--- src/rtl/gate_trainer_sequencer.sv ---
// Sweeps the trainer gate array through {a,b} = 00..11 with a programmable dwell, capturing
// the seven gate outputs per vector. Define TRAINER_SELFCHECK_EN to add pass/fail_mask checking.
module gate_trainer_sequencer #(
  parameter int unsigned DWELL_W = 8
) (
  input  logic               clk,
  input  logic               rst,
  input  logic               start,
  input  logic               step_mode,
  input  logic               step,
  input  logic [DWELL_W-1:0] dwell,
  input  logic [6:0]         gate_in,
  output logic               a,
  output logic               b,
  output logic [1:0]         vec_idx,
  output logic               busy,
  output logic               done,
  output logic               cap_valid,
  output logic [6:0]         cap_data
`ifdef TRAINER_SELFCHECK_EN
  ,
  output logic               pass,
  output logic [3:0]         fail_mask
`endif
);

  typedef enum logic [2:0] {
    StIdle,
    StApply,
    StSample,
    StWaitStep,
    StDone
  } state_e;

  state_e             state_q, state_d;
  logic [1:0]         vec_q, vec_d;
  logic [DWELL_W-1:0] cnt_q, cnt_d;
  logic               cap_valid_q, cap_valid_d;
  logic [6:0]         cap_data_q, cap_data_d;
  logic [DWELL_W-1:0] cnt_load;

  // A dwell of zero behaves as one.
  assign cnt_load = (dwell == '0) ? '0 : dwell - DWELL_W'(1);

`ifdef TRAINER_SELFCHECK_EN
  localparam logic [3:0][6:0] Expected = {7'h61, 7'h2A, 7'h3A, 7'h1D};

  logic       pass_q, pass_d;
  logic [3:0] fail_q, fail_d;
`endif

  always_comb begin
    state_d     = state_q;
    vec_d       = vec_q;
    cnt_d       = cnt_q;
    cap_valid_d = 1'b0;
    cap_data_d  = cap_data_q;
`ifdef TRAINER_SELFCHECK_EN
    pass_d      = pass_q;
    fail_d      = fail_q;
`endif
    unique case (state_q)
      StIdle: begin
        if (start) begin
          state_d = StApply;
          vec_d   = 2'd0;
          cnt_d   = cnt_load;
`ifdef TRAINER_SELFCHECK_EN
          pass_d  = 1'b0;
          fail_d  = 4'b0000;
`endif
        end
      end
      StApply: begin
        if (cnt_q == '0) begin
          state_d = StSample;
        end else begin
          cnt_d = cnt_q - DWELL_W'(1);
        end
      end
      StSample: begin
        cap_valid_d = 1'b1;
        cap_data_d  = gate_in;
`ifdef TRAINER_SELFCHECK_EN
        if (gate_in != Expected[vec_q]) begin
          fail_d[vec_q] = 1'b1;
        end
`endif
        if (vec_q == 2'd3) begin
          state_d = StDone;
`ifdef TRAINER_SELFCHECK_EN
          pass_d  = (fail_d == 4'b0000);
`endif
        end else if (step_mode) begin
          state_d = StWaitStep;
        end else begin
          state_d = StApply;
          vec_d   = vec_q + 2'd1;
          cnt_d   = cnt_load;
        end
      end
      StWaitStep: begin
        if (step) begin
          state_d = StApply;
          vec_d   = vec_q + 2'd1;
          cnt_d   = cnt_load;
        end
      end
      StDone: begin
        state_d = StIdle;
      end
      default: begin
        state_d = StIdle;
      end
    endcase
  end

  always_ff @(posedge clk) begin
    if (rst) begin
      state_q     <= StIdle;
      vec_q       <= 2'd0;
      cnt_q       <= '0;
      cap_valid_q <= 1'b0;
      cap_data_q  <= 7'd0;
`ifdef TRAINER_SELFCHECK_EN
      pass_q      <= 1'b0;
      fail_q      <= 4'b0000;
`endif
    end else begin
      state_q     <= state_d;
      vec_q       <= vec_d;
      cnt_q       <= cnt_d;
      cap_valid_q <= cap_valid_d;
      cap_data_q  <= cap_data_d;
`ifdef TRAINER_SELFCHECK_EN
      pass_q      <= pass_d;
      fail_q      <= fail_d;
`endif
    end
  end

  assign vec_idx   = vec_q;
  assign a         = vec_q[1];
  assign b         = vec_q[0];
  assign busy      = (state_q == StApply) || (state_q == StSample) || (state_q == StWaitStep);
  assign done      = (state_q == StDone);
  assign cap_valid = cap_valid_q;
  assign cap_data  = cap_data_q;
`ifdef TRAINER_SELFCHECK_EN
  assign pass      = pass_q;
  assign fail_mask = fail_q;
`endif

endmodule

--- config.mk ---
export PLATFORM = sky130hd
export DESIGN_NAME = gate_trainer_sequencer
export DESIGN_NICKNAME = d
export VERILOG_FILES = /design/src/rtl/gate_trainer_sequencer.sv
export SDC_FILE = /design/constraint.sdc
export NUM_CORES = 1
export LEC_CHECK = 0
export CORE_ASPECT_RATIO = 0.6
export CORE_MARGIN = 5
export CORE_UTILIZATION = 36
export DETAILED_ROUTE_END_ITERATION = 10
export PLACE_DENSITY = 0.67
export SYNTH_ARGS = -nofsm -noshare
export SYNTH_HDL_FRONTEND = slang
export SYNTH_SLANG_ARGS = --single-unit
export TNS_END_PERCENT = 50
--- constraint.sdc ---
create_clock -name clk -period 1.7 [get_ports clk]
set_input_delay 0.17 -clock clk [delete_from_list [all_inputs] [get_ports clk]]
set_output_delay 0.17 -clock clk [all_outputs]
set_load 0.02 [all_outputs]
---- Word-level counts from Yosys, hierarchy flattened ----
Index checks and enable logic that the tools add are counted.
operators by class
  add/subtract/negate cells ............... 3
  equal/unequal tests ..................... 11
  multiplexer cells ....................... 19
  reduce and logical (&&, ||, !) cells .... 10
operators by type and width
  kind                 count
  $mux 8               6
  $pmux 8 s4           1
  $logic_not 8->1      2
  $sub 8x1->8 const B  2
  $mux 3               4
  $ne 2x2->1 const B   6
  $pmux 3 s4           1
  $mux 2               5
  $eq 3x2->1 const B   2
  $pmux 2 s3           1
  $reduce_and 6->1     1
  $reduce_and 5->1     1
  $reduce_bool 4->1    1
  $eq 3x1->1 const B   1
  $eq 3x3->1 const B   1
  $logic_not 3->1      1
  $reduce_and 3->1     1
  $reduce_bool 3->1    1
  $add 2x1->2 const B  1
  $eq 2x2->1 const B   1
  $logic_or 1x1->1     2
  $mux 1               1
word-level totals
  register bits after elaboration ......... 21
  bits of input ports ..................... 20
  output and inout bits ................... 14
  logic and storage cells ................. 48

---- Depth between registers and ports, before layout ----
  depth after elaboration ................. 5
  gate-level depth with buffers ........... 6
  depth with buffers taken out ............ 6

---- Worst setup path before layout ----
No wires, ideal clock.
  path kind ............................... flip-flop to flip-flop
  from .................................... reg vec_q[1] (netlist: vec_idx[1])
  to ...................................... reg cnt_q[7]
  library setup time ...................... 0.131 ns
  arrival time ............................ 1.573 ns
  data required time ...................... 1.569 ns
  setup slack ............................. -0.004 ns
  cell stages (with the launch flop) ...... 6
  buffers on the path ..................... 0
  period minus slack after synthesis ...... 1.704 ns
  path through ............................ dfxtp_1 -> ha_1 -> nor3b_1 -> o311ai_2 -> o311ai_0 -> o21ai_2
on the way
  cells in the longest elaborated chain, start to end .. 3
ends and longest elaborated chain
  element                            line  source
  start, declared                    36    logic [1:0] vec_q, vec_d;
  start signal, assigned             131   vec_q <= vec_d;
  $eq 2x2->1                         89    if (vec_q == 2'd3) begin
  $ne 2x2->1 (no source line)        -
  $reduce_and 6->1 (no source line)  -
  end signal, assigned               132   cnt_q <= cnt_d;
  end, declared                      37    logic [DWELL_W-1:0] cnt_q, cnt_d;
No other way between the ends.
A chain may end at the register's enable or synchronous reset.

---- Final worst setup path ----
  from .................................... in dwell[2]
  to ...................................... reg cnt_q[7]
on the way
  cells in the longest elaborated chain, start to end .. 5
  elaborated cells between the ends (all ways) .. 8
  those cells by class .................... 1 x add/sub; 6 x mux; 1 x reduce/logical
ends and longest elaborated chain
  element                                                line  source
  start, declared                                        11    input logic [DWELL_W-1:0] dwell,
  $sub 8x1->8 / $logic_not 8->1 (equally long branches)  43    assign cnt_load = (dwell == '0) ? '0 : dwell - DWELL_W'(1);
  $mux 8 (*)                                             43
  $mux 8                                                 94    end else if (step_mode) begin
  $mux 8                                                 89
  $pmux 8 s4 (*)                                         62    unique case (state_q)
Mark *: on every way between the ends. The rest lies on a longest branch, timed or not. The select of a mux whose other input is x is not followed.

==> flow_summary.html <==
<table>
<tr><th>Metric</th><th>Value</th></tr>
<tr><th colspan="2">Outcome</th></tr>
<tr><td>Result of the run</td><td>completed</td></tr>
<tr><th colspan="2">Placed design</th></tr>
<tr><td>HPWL Detailed</td><td>3.26 mm</td></tr>
<tr><td>Global placer's final weighted congestion</td><td>0.978</td></tr>
<tr><td>Port Buffer Count</td><td>33</td></tr>
<tr><td>Worst setup slack after placement</td><td>-0.337 ns</td></tr>
<tr><td>Count of placed standard cells including taps</td><td>252</td></tr>
<tr><th colspan="2">Die</th></tr>
<tr><td>Initial core utilization</td><td>36.6%</td></tr>
<tr><td>Core box area</td><td>3620 µm²</td></tr>
<tr><td>Die height</td><td>57.0 µm</td></tr>
<tr><td>Row cnt</td><td>17</td></tr>
<tr><td>Width of the die</td><td>88.3 µm</td></tr>
<tr><td>Floorplan die area</td><td>5030 µm²</td></tr>
<tr><td>I/O pin cnt</td><td>34</td></tr>
<tr><th colspan="2">Cells and area</th></tr>
<tr><td>Filler Cell Count</td><td>322</td></tr>
<tr><td>Share of final-layout standard cells stronger than drive strength 1</td><td>24.3%</td></tr>
<tr><td>Leading cell type in the layout, fill and taps excluded</td><td>sky130_fd_sc_hd__clkdlybuf4s50_1</td></tr>
<tr><td>Synthesis-to-layout area growth</td><td>49.6%</td></tr>
<tr><td>Post-Route Utilization</td><td>54.8%</td></tr>
<tr><td>Commonest non-fill, non-tap cells in the layout</td><td>sky130_fd_sc_hd__clkdlybuf4s50_1, sky130_fd_sc_hd__buf_4, sky130_fd_sc_hd__dfxtp_1</td></tr>
<tr><td>Final Non-Filler Cells</td><td>257</td></tr>
<tr><td>N_diodes</td><td>0</td></tr>
<tr><td>Final Net Count</td><td>236</td></tr>
<tr><th colspan="2">Synth</th></tr>
<tr><td>Most area-hungry cell type in the Yosys netlist</td><td>sky130_fd_sc_hd__dfxtp_1</td></tr>
<tr><td>Post-synthesis cell type count</td><td>52</td></tr>
<tr><td>Number of standard cells after synthesis</td><td>154</td></tr>
<tr><td>Synth warnings</td><td>0</td></tr>
<tr><td>Ranking of synthesized cells by area</td><td>sky130_fd_sc_hd__dfxtp_1, sky130_fd_sc_hd__mux2i_1, sky130_fd_sc_hd__ha_1</td></tr>
<tr><td>Seq/Total Area, Yosys</td><td>31.7%</td></tr>
<tr><td>Synthesized area</td><td>1330 µm²</td></tr>
<tr><td>Synthesized netlist net count</td><td>179</td></tr>
<tr><td>Count of state elements after synthesis</td><td>21</td></tr>
<tr><td>Avg Cell Area, Syn</td><td>8.60 µm²</td></tr>
<tr><td>Share of the synthesized area in the top cell type</td><td>31.7%</td></tr>
<tr><th colspan="2">Worst setup path</th></tr>
<tr><td>Category of the worst setup path launch point</td><td>input pin</td></tr>
<tr><td>Kind of cell with the highest combined delay on the critical path</td><td>simple AND/OR/NAND/NOR gates</td></tr>
<tr><td>Slowest CP cell</td><td>sky130_fd_sc_hd__or4_4</td></tr>
<tr><td>Buffers plus inverters on the worst setup path</td><td>1</td></tr>
<tr><td>Worst path required time</td><td>1.90 ns</td></tr>
<tr><td>Arrival time at the worst endpoint</td><td>1.86 ns</td></tr>
<tr><td>Crit-path max cell delay</td><td>0.56 ns</td></tr>
<tr><td>Top fanout value on the critical path</td><td>3</td></tr>
<tr><td>Crit Path Class</td><td>in2reg</td></tr>
<tr><td>Endpoint type of the worst setup path</td><td>register</td></tr>
<tr><td>Critical path cell sequence</td><td>clkdlybuf4s50_1, or4_4, or4_1, o311a_1, o21ai_2</td></tr>
<tr><th colspan="2">Clocking</th></tr>
<tr><td>TritonCTS clock tree</td><td>yes</td></tr>
<tr><td>Worst skew pair latency</td><td>0.26 ns</td></tr>
<tr><td>Clk sinks</td><td>21</td></tr>
<tr><td>Clock tree root buffer cell</td><td>sky130_fd_sc_hd__clkbuf_8</td></tr>
<tr><td>Num CTS Buffers</td><td>3</td></tr>
<tr><td>Maximum buffer depth of the clock tree</td><td>2</td></tr>
<tr><td>Number of H-tree levels</td><td>1</td></tr>
<tr><td>Clock slew at reported path FFs</td><td>0.08 ns</td></tr>
<tr><th colspan="2">Routing</th></tr>
<tr><td>DRC violation count after routing</td><td>0</td></tr>
<tr><td>DRT iter0 DRCs</td><td>118</td></tr>
<tr><td>Routed WL per cell</td><td>15.7 µm</td></tr>
<tr><td>Routed via count divided by cell count</td><td>5.51</td></tr>
<tr><td>Vias after detailed routing</td><td>1,415</td></tr>
<tr><td>Total wire length after detailed routing</td><td>4.05 mm</td></tr>
<tr><td>Count of antenna-violating nets left after detailed routing</td><td>0</td></tr>
<tr><td>Number of iterations in the first detailed-routing pass</td><td>4</td></tr>
<tr><th colspan="2">Global route</th></tr>
<tr><td>Global-route usage over all layers</td><td>16.6%</td></tr>
<tr><td>Via count of the first global-routing pass</td><td>1,366</td></tr>
<tr><td>Antenna violations before repair</td><td>0</td></tr>
<tr><td>Pin count of the biggest net entering global routing</td><td>14</td></tr>
<tr><td>Global-route congestion overflow total</td><td>0</td></tr>
<tr><td>Global-route wire length before repair</td><td>6.69 mm</td></tr>
<tr><th colspan="2">Timing</th></tr>
<tr><td>Setup repair after global routing missed its margin</td><td>true</td></tr>
<tr><td>Final Hold Violating Endpoints</td><td>0</td></tr>
<tr><td>Final max-slew violation count</td><td>0</td></tr>
<tr><td>Maximum clock frequency</td><td>0.605 GHz</td></tr>
<tr><td>Final critical-path share of the clock period</td><td>97.3%</td></tr>
<tr><td>Worst Skew</td><td>0.00259 ns</td></tr>
<tr><td>Number of failing setup endpoints in the final timing report</td><td>0</td></tr>
<tr><td>Final period demand of the worst path</td><td>1.65 ns</td></tr>
<tr><td>Max-slew headroom at the worst pin</td><td>71.3%</td></tr>
<tr><td>Least setup slack across all paths after layout</td><td>0.0467 ns</td></tr>
<tr><td>Pin slew with the least headroom to its limit</td><td>0.427 ns</td></tr>
<tr><td>Smallest hold slack</td><td>0.505 ns</td></tr>
<tr><th colspan="2">Hold path</th></tr>
<tr><td>Worst min-delay path class</td><td>reg2reg</td></tr>
<tr><th colspan="2">Power and ir drop</th></tr>
<tr><td>Power density cells</td><td>869 nW/µm²</td></tr>
<tr><td>Maximum VDD drop</td><td>0.460 mV</td></tr>
<tr><td>Lkg Pwr</td><td>0.759 nW</td></tr>
<tr><th colspan="2">Run</th></tr>
<tr><td>Max-cap viol count</td><td>0</td></tr>
</table>
-- cell usage after synthesis (all sizes together) --
cell / number
dfxtp: 21
nor2: 16
a21oi: 12
inv: 8
mux2i: 7
nor3: 6
nor3b: 6
o21ai: 6
a211oi: 5
buf: 5
ha: 5
nand2: 5
nor4: 5
or3: 4
or4: 4
clkbuf: 3
nand2b: 3
nor2b: 3
a22oi: 2
a311oi: 2
o211ai: 2
o311a: 2
o311ai: 2
o31ai: 2
xor2: 2
a21boi: 1
a311o: 1
a31oi: 1
a32oi: 1
and2: 1
and4: 1
nand3: 1
nand3b: 1
nand4: 1
nor4bb: 1
o211a: 1
o21a: 1
o31a: 1
o32ai: 1
or3b: 1
xnor2: 1
-- state kept, by name, indices dropped and copies added, names as in the netlist --
signal     cells
cnt_q          8
cap_data       7
state_q        3
vec_idx        2
cap_valid      1
-- metrics by stage --
| stage | area [µm²] | power [mW] | setup TNS [ns] |
|---|---|---|---|
| 2_1_floorplan | 1330 | 1.05 | 0 |
| 3_3_place_gp | 1860 | 1.31 | -1.27 |
| 3_5_place_dp | 1860 | 1.33 | -1.50 |
| 4_1_cts | 1920 | 1.67 | 0 |
| 5_1_grt | 1980 | 1.82 | -0.0118 |
| 6_report | 1980 | 1.72 | 0 |
-- tightest hold or removal path, delay by kind of cell (launching register included) --
family	cells	cell delay, ns
flip-flops	1	0.33
multiplexers	1	0.07
AND/OR/NAND/NOR	1	0.07
-- area by class of cell --
type	count	area, µm²	area share [%]
Multi-Input combinational cell	117	892	45.0
Tap cell	47	58.8	2.97
Timing Repair Buffer	60	529	26.7
Clock buffer	3	41.3	2.08
Clock inverter	1	7.51	0.379
Sequential cell	21	423	21.3
Inverter	8	30.0	1.52
-- path summary, 6_finish.rpt --
kind               start     endpoint  cells after the start  slack, ns
max             dwell[2]     cnt_q[7]                      5       0.05
min          cap_data[6]  cap_data[6]                      2       0.51
max reg2reg   state_q[1]     cnt_q[6]                      5       0.08
min reg2reg  cap_data[6]  cap_data[6]                      2       0.51
-- power by group --
group | internal [mW] | leakage (nW) | switching, mW
sequential | 0.552 | 0.172 | 0.0781
combinational | 0.361 | 0.565 | 0.388
clock | 0.166 | 0.0217 | 0.178
total | 1.08 | 0.759 | 0.644
-- repair_timing --
action                                  4_1_cts  5_1_grt
pin swaps                                     2        2
buffers inserted                              1        0
hold buffers                                  0        0
endpoints found under the setup margin       10        8
endpoints found under the hold margin         0        0
cloned                                        0        0
gates resized for setup                       5       11
-- cells by family (layout without fill, tap and decap cells) --
family / Yosys count / after routing / share of synthesized area [%]
XOR/XNOR: 3 / 3 / 1.98
AND/OR/NAND/NOR: 59 / 59 / 27.2
adder cells (fa/ha/maj): 5 / 5 / 4.72
buffers and inverters: 16 / 72 / 5.85
flip-flops: 21 / 21 / 31.7
AO/OA/AOI/OAI: 43 / 43 / 23.2
multiplexers: 7 / 7 / 5.29
-- metal layers --
| layer | GRT usage (%) | wire (µm) |
|---|---|---|
| met4 | 2.37 | 21 |
| met2 | 25.8 | 1800 |
| met1 | 24.6 | 1930 |
| met3 | 3.03 | 289 |
| met5 | 0 | 0 |
(Power assumes the default switching activity.)
